===== config.mk =====
export PLATFORM = sky130hd
export DESIGN_NAME = cpu_sequencer
export DESIGN_NICKNAME = d
export VERILOG_FILES = /design/src/rtl/cpu_sequencer.sv
export SDC_FILE = /design/constraint.sdc
export NUM_CORES = 1
export LEC_CHECK = 0
export BUFFER_PORTS_ARGS = -buffer_cell sky130_fd_sc_hd__buf_2
export CORE_ASPECT_RATIO = 0.7
export CORE_MARGIN = 2
export CORE_UTILIZATION = 30
export DETAILED_ROUTE_END_ITERATION = 12
export HOLD_SLACK_MARGIN = 0.06
export PLACE_DENSITY = 0.63
export SLEW_MARGIN = 20
export SYNTH_ARGS = -nofsm -noshare
export SYNTH_HDL_FRONTEND = slang
export SYNTH_SLANG_ARGS = --single-unit

===== constraint.sdc =====
create_clock -name i_clk -period 4 [get_ports i_clk]
set_clock_uncertainty 0.05 [all_clocks]
set_input_delay 1.2 -clock i_clk [delete_from_list [all_inputs] [get_ports i_clk]]
set_output_delay 1.2 -clock i_clk [all_outputs]
set_load 0.01 [all_outputs]

===== src/rtl/cpu_sequencer.sv =====
// cpu_sequencer: multi-cycle FETCH/DECODE/EXECUTE/MEMORY/WRITEBACK control sequencer with PC and instruction register
// Ports:
//   i_clk, i_reset                    clock, synchronous active-high reset
//   o_imem_request, i_imem_ready      instruction fetch handshake; i_imem_data is the fetched word
//   o_pc, o_instruction               current PC and instruction register (held stable DECODE..WRITEBACK)
//   i_branch_condition, i_immediate   decoder control-flow info
//   i_destination_register_write_enable, i_memory_write_enable, i_illegal   decoder flags
//   i_alu_zero                        ALU result equals zero
//   o_dmem_request, i_dmem_ready      store handshake
//   o_register_write_enable           gated register file write strobe
//   o_writeback_select                0 = ALU result, 1 = PC+4 link
//   o_retired, o_halted               retire pulse, sticky halt flag
package cpu_sequencer_pkg;
    typedef enum logic [1:0] {BRANCH_NONE, BRANCH_JUMP, BRANCH_NE} t_branch_condition;
endpackage

module cpu_sequencer
    import cpu_sequencer_pkg::*;
#(
    parameter logic [31:0] RESET_PC = 32'h0000_0000
) (
    input  logic              i_clk,
    input  logic              i_reset,
    output logic              o_imem_request,
    input  logic              i_imem_ready,
    input  logic [31:0]       i_imem_data,
    output logic [31:0]       o_pc,
    output logic [31:0]       o_instruction,
    input  t_branch_condition i_branch_condition,
    input  logic [31:0]       i_immediate,
    input  logic              i_destination_register_write_enable,
    input  logic              i_memory_write_enable,
    input  logic              i_illegal,
    input  logic              i_alu_zero,
    output logic              o_dmem_request,
    input  logic              i_dmem_ready,
    output logic              o_register_write_enable,
    output logic              o_writeback_select,
    output logic              o_retired,
    output logic              o_halted
);
    localparam logic [31:0] NOP = 32'h0000_0013;

    typedef enum logic [2:0] {FETCH, DECODE, EXECUTE, MEMORY, WRITEBACK, HALT} t_state;

    t_state      state, state_next;
    logic [31:0] pc, ir, next_pc, target;
    logic        taken, aligned, commit;

    always_ff @(posedge i_clk) begin
        if (i_reset) begin
            state   <= FETCH;
            pc      <= RESET_PC;
            ir      <= NOP;
            next_pc <= RESET_PC;
        end else begin
            state <= state_next;
            if (state == FETCH && i_imem_ready) ir <= i_imem_data;
            if (state == EXECUTE) next_pc <= target;
            if (commit) pc <= next_pc;
        end
    end

    always_comb begin
        taken      = i_branch_condition == BRANCH_JUMP || (i_branch_condition == BRANCH_NE && !i_alu_zero);
        target     = pc + (taken ? i_immediate : 32'd4);
        aligned    = next_pc[1:0] == 2'b00;
        // a misaligned target never commits: PC stays put and the core halts instead
        commit     = state == WRITEBACK && aligned;
        state_next = state;
        case (state)
            FETCH:     state_next = i_imem_ready ? DECODE : FETCH;
            DECODE:    state_next = i_illegal ? HALT : EXECUTE;
            EXECUTE:   state_next = i_memory_write_enable ? MEMORY : WRITEBACK;
            MEMORY:    state_next = i_dmem_ready ? WRITEBACK : MEMORY;
            WRITEBACK: state_next = aligned ? FETCH : HALT;
            default:   state_next = HALT;
        endcase
    end

    assign o_imem_request          = state == FETCH;
    assign o_dmem_request          = state == MEMORY;
    assign o_retired               = commit;
    assign o_register_write_enable = commit && i_destination_register_write_enable;
    assign o_writeback_select      = state == WRITEBACK && i_branch_condition == BRANCH_JUMP;
    assign o_halted                = state == HALT;
    assign o_pc                    = pc;
    assign o_instruction           = ir;
endmodule


After elaboration in Yosys (flattened, before gate mapping) --
Cells that the tools add are included.
Cells by class: shift operators 0, multipliers 0, muxes and demuxes 7, bitwise logic cells 0, div/mod/pow operators 0, magnitude comparators 0, reductions and logical operators 9, eq/ne operators 7, $add $sub $neg 1
Operators with widths (count):
- $add A32 B32 Y32 | 1
- $mux W32 | 1
- $pmux W3 S5 | 1
- $mux W3 | 4
- $eq A3 B2 Y1 const B | 2
- $eq A3 B3 Y1 const B | 2
- $logic_and A1 B1 Y1 | 5
- $eq A3 B1 Y1 const B | 1
- $logic_not A3 Y1 | 1
- $eq A2 B1 Y1 const B | 1
- $eq A2 B2 Y1 const B | 1
- $logic_not A2 Y1 | 1
- $logic_not A1 Y1 | 1
- $logic_or A1 B1 Y1 | 1
- $mux W1 | 1
Word-level totals: memory bits (writable) 0, register bits 99, memories kept 0, output and inout bits 70, latch bits 0, word-level logic and storage cells 28, bits of input ports 74, memory bits (read-only) 0

Logic depth before layout (Yosys ltp) --
depth after elaboration 5, gate-level depth with buffers 13, mapped depth without buffers 12

Worst setup path after synthesis --
OpenSTA, ideal clock, no wires.
kind input to register, start point input i_branch_condition[1], end point register next_pc[30], cell stages on the path 12, slack -112 ps, required time 3820 ps, setup time 130 ps, arrival 3932 ps, path buffers 1, cell sequence mux2i_1 -> clkbuf_1 -> nor2b_1 -> ha_1 -> fa_1 -> a21o_1 -> a221o_2 -> a31oi_2 -> a211oi_2 -> o31ai_4 -> mux2i_1 -> o21ai_0
Between the ends: word-level cells in the longest chain between the ends 5, elaborated cells between the ends (all ways) 6, classes of those cells add/sub: 1; eq/ne: 2; mux: 1; reduce/logical: 2
RTL lines:
- from (decl) | line 29 | input t_branch_condition i_branch_condition,
- $eq A2 B2 Y1 | line 65 | taken = i_branch_condition == BRANCH_JUMP || (i_branch_condition == BRANCH_NE && !i_alu_zero);
- $logic_and A1 B1 Y1 | line 65
- $logic_or A1 B1 Y1 (*) | line 65
- $mux W32 (*) | line 66 | target = pc + (taken ? i_immediate : 32'd4);
- $add A32 B32 Y32 (*) | line 66
- to (signal assigned) | line 59 | if (state == EXECUTE) next_pc <= target;
- to (decl) | line 47 | logic [31:0] pc, ir, next_pc, target;
Every way passes the cells marked *; elsewhere a longest branch is shown, timed or not. A chain may end at the register's enable or synchronous reset.

Worst setup path after layout --
Ends and elaborated chain as after synthesis.

==> results.txt <==
----------------------------------------------------
[Timing]
  Setup Viol. Count Final ... 0
  Final Cycle Share ... 94.0%
  Final WS setup ... 0.242 ns
  Number of hold violations in the final report ... 0
  Worst slew margin relative to its limit ... 45.9%
  Final max-slew violation count ... 0
  Actual transition at the worst max-transition pin ... 0.811 ns
  Maximum frequency from static timing analysis ... 0.266 GHz
  Setup repair after global routing missed its margin ... no
  Post-layout minimum cycle time ... 3.76 ns

[Floorplanning]
  Number of top-level pins ... 144
  Overall die width ... 166 um
  Core ar. ... 18000 um2
  Starting density of the core ... 30.6%
  DIE HEIGHT ... 117 um
  Number of core rows ... 41
  Full die area ... 19400 um2

[Synthesis]
  Flop and latch count out of synthesis ... 99
  Number of instances in the synthesized netlist ... 712
  Net count of the mapped netlist ... 819
  Count of distinct cell types in the synthesized netlist ... 64
  Dominant synthesized flop cell ... sky130_fd_sc_hd__dfxtp_1
  Post-synthesis average cell area ... 7.71 um2
  Share of flip-flops with an asynchronous set or reset ... 0%
  Top cells by area in the synthesized netlist ... sky130_fd_sc_hd__dfxtp_1 36%, sky130_fd_sc_hd__nand2_1 13%, sky130_fd_sc_hd__a21oi_1 9.0%
  Sequential area share after synthesis ... 36.1%
  Warning count from the yosys run ... 0
  Number of enable-type register cells in the synthesized netlist ... 0
  Yosys top cell area share ... 36.1%
  Most area-hungry cell type in the Yosys netlist ... sky130_fd_sc_hd__dfxtp_1
  Cell area after synthesis ... 5490 um2

[Global route]
  Number of global-route vias before repair ... 4942
  Global router's overall resource usage ... 16.5%
  Initial antenna violation count ... 0
  First-pass GRT wire length ... 25600 um
  Largest net degree at the start of global routing ... 74
  Overflow after GRT ... 0

[Final layout]
  Most common library cell in the layout ignoring fill and taps ... sky130_fd_sc_hd__nand2_1
  Post-layout utilization of the core ... 39.6%
  Area Overhead vs Synth ... 29.6%
  Commonest cells after routing, fill and taps aside ... 187 x sky130_fd_sc_hd__nand2_1, 143 x sky130_fd_sc_hd__buf_2, 99 x sky130_fd_sc_hd__a21oi_1, 99 x sky130_fd_sc_hd__dfxtp_1, 58 x sky130_fd_sc_hd__buf_4
  Share of layout cells above drive strength 1 ... 26.0%
  Nets@finish ... 990
  Fill count ... 1919
  Count of non-filler cells in the finished layout ... 1124
  Number of antenna repair diodes ... 0

[Flow run]
  Maximum capacitance violations ... 0

[Placement]
  Post-detail-place hpwl ... 12100 um
  Placed Instances ... 1108
  Port bufs ... 143
  Global placement routability congestion ... 0.834
  Post-Place Setup Slack ... -0.124 ns

[CTS]
  Hold_buf cts ... 0
  Post-CTS setup-driven buffer insertion count ... 0
  Clock insertion delay at the later pin of the skew report ... 0.35 ns
  Clock transition at path regs ... 0.07 ns
  Clk buf depth ... 2
  Number of clock buffers inserted by TritonCTS ... 9
  Clock Root Buffer ... sky130_fd_sc_hd__clkbuf_16
  CTS tree ... yes
  Number of levels the H-tree was split into ... 3
  Resized cells post-CTS ... 0
  Clock Sink Count ... 99

[Pwr]
  Power, Total ... 2360 uW
  Leakage power summed over all cells ... 0.00317 uW
  Power per Cell Area ... 332 nW/um2
  Worst-case vdd ir drop ... 0.215 mV

[Worst setup path]
  Critical Path Start Type ... primary input
  Worst flop-to-flop path startpoint ... o_pc[0]
  Arrival time of the worst setup path ... 3.94 ns
  Critical path required time ... 4.18 ns
  Worst R2R Setup Slack ... 1.25 ns
  Largest driver fanout on the critical path ... 5
  Number of cells on the worst reg-to-reg path ... 9
  Worst flop-to-flop path endpoint ... next_pc[30]
  WS Path Type ... primary input to flop
  Type of destination of the critical path ... flop

[Drt]
  Wirelength per Cell ... 14.6 um
  Number of DRC violations after detailed-routing iteration 0 ... 371
  DRC viols ... 0
  Count of TritonRoute iterations in the first routing pass ... 5
  Via density per instance ... 4.86
  Routed Wire Length ... 16400 um
  Number of nets with antenna violations after detailed routing ... 0
  Via count ... 5468

[Min path]
  Number of instances on the worst hold path ... 2
  Class of the most critical hold timing path ... flop to flop
  Endpoint of the worst hold-timing path ... o_instruction[30]
  Startpoint of the tightest hold check path ... o_instruction[30]

[Status]
  Run status ... completed

----------------------------------------------------
[per-stage QoR]
| step | hold slack [ns] | cell area, um2 | setup TNS, ns |
|---|---|---|---|
| after floorplan | 0.375 | 5490 | 0 |
| after CTS | 0.406 | 7110 | 0 |
| after global routing | 0.419 | 7110 | 0 |
| after global placement | 0.389 | 6780 | -0.0285 |
| final | 0.400 | 7110 | 0 |
| after detailed placement | 0.394 | 6780 | -0.353 |
[power breakdown]
group / switching [uW] / leakage, uW / internal, uW / total, uW
sequential: 21.2 / 0.000803 / 1020 / 1040
clock: 406 / 0.000163 / 567 / 973
combinational: 202 / 0.00220 / 141 / 344
[synthesized netlist by cell type (all sizes together), types with 3 or more instances]
cell type,number
nand2b,3
a21o,14
xor2,13
nand2,187
nor2b,34
nand3,7
and3,6
a211o,4
a21oi,99
clkbuf,34
and2,6
or4,3
o211ai,5
xnor2,11
dfxtp,99
nor3b,3
o21ai,27
nand4,6
o31ai,4
a21boi,3
a211oi,8
ha,32
nor2,22
inv,13
buf,7
nand3b,6
or3,6
mux2i,5
a31oi,9
nor3,5
[sequential cells by signal, indices dropped and copies added (netlist names)]
name / flops
next_pc: 32
o_instruction: 32
o_pc: 32
state: 3
[layer usage]
layer  wire [um]  track usage, %  share of wire (%)
met1        8670            25.0                 53
met5           0               0                  0
met2        6600            23.0                 40
met3         955            3.80                5.8
met4         205            4.46                1.2
[worst max-delay path, cell delays in order]
cell and delay (ns):
sky130_fd_sc_hd__buf_2 0.12, sky130_fd_sc_hd__mux2i_4 0.29, sky130_fd_sc_hd__nor2b_1 0.08, sky130_fd_sc_hd__ha_1 0.22, sky130_fd_sc_hd__fa_1 0.39, sky130_fd_sc_hd__a21o_1 0.18, sky130_fd_sc_hd__a221o_2 0.40, sky130_fd_sc_hd__a31oi_2 0.22
sky130_fd_sc_hd__a211oi_2 0.14, sky130_fd_sc_hd__o31ai_4 0.38, sky130_fd_sc_hd__mux2i_1 0.22, sky130_fd_sc_hd__o21ai_0 0.09
[worst max-delay path by stage]
stage / cells past startpoint / end / from / slack, ns
after CTS: 12 / next_pc[30] / i_branch_condition[1] / 0.26
after global routing: 14 / next_pc[31] / i_branch_condition[1] / 0.05
after floorplan: 12 / next_pc[30] / i_branch_condition[1] / 0.03
after global placement: 12 / next_pc[30] / i_branch_condition[1] / -0.02
after detailed placement: 12 / next_pc[30] / i_branch_condition[1] / -0.12
final: 12 / next_pc[30] / i_branch_condition[1] / 0.24
[kinds of logic after synthesis]
family                     count (synthesis)  share of synthesized area [%]
and+or+nand+nor                          299                           24.7
muxes                                      6                           1.12
buffers and inverters                     54                           3.83
xor gates and xnor gates                  24                           3.83
AOI/OAI and AO/OA                        197                           22.7
DFF                                       99                           36.1
adders and majority gates                 33                           7.66
[area by class of cell]
| type | count | area, um2 | area share, % |
|---|---|---|---|
| clock inverters | 6 | 87.6 | 1.23 |
| well taps | 236 | 295 | 4.15 |
| flip-flops and latches | 99 | 1980 | 27.9 |
| repair buffers | 201 | 1150 | 16.2 |
| clock buffers | 10 | 239 | 3.36 |
| multi-input cells | 559 | 3310 | 46.5 |
| inverters | 13 | 48.8 | 0.686 |
Note: power is estimated with default switching activity, not from simulation.
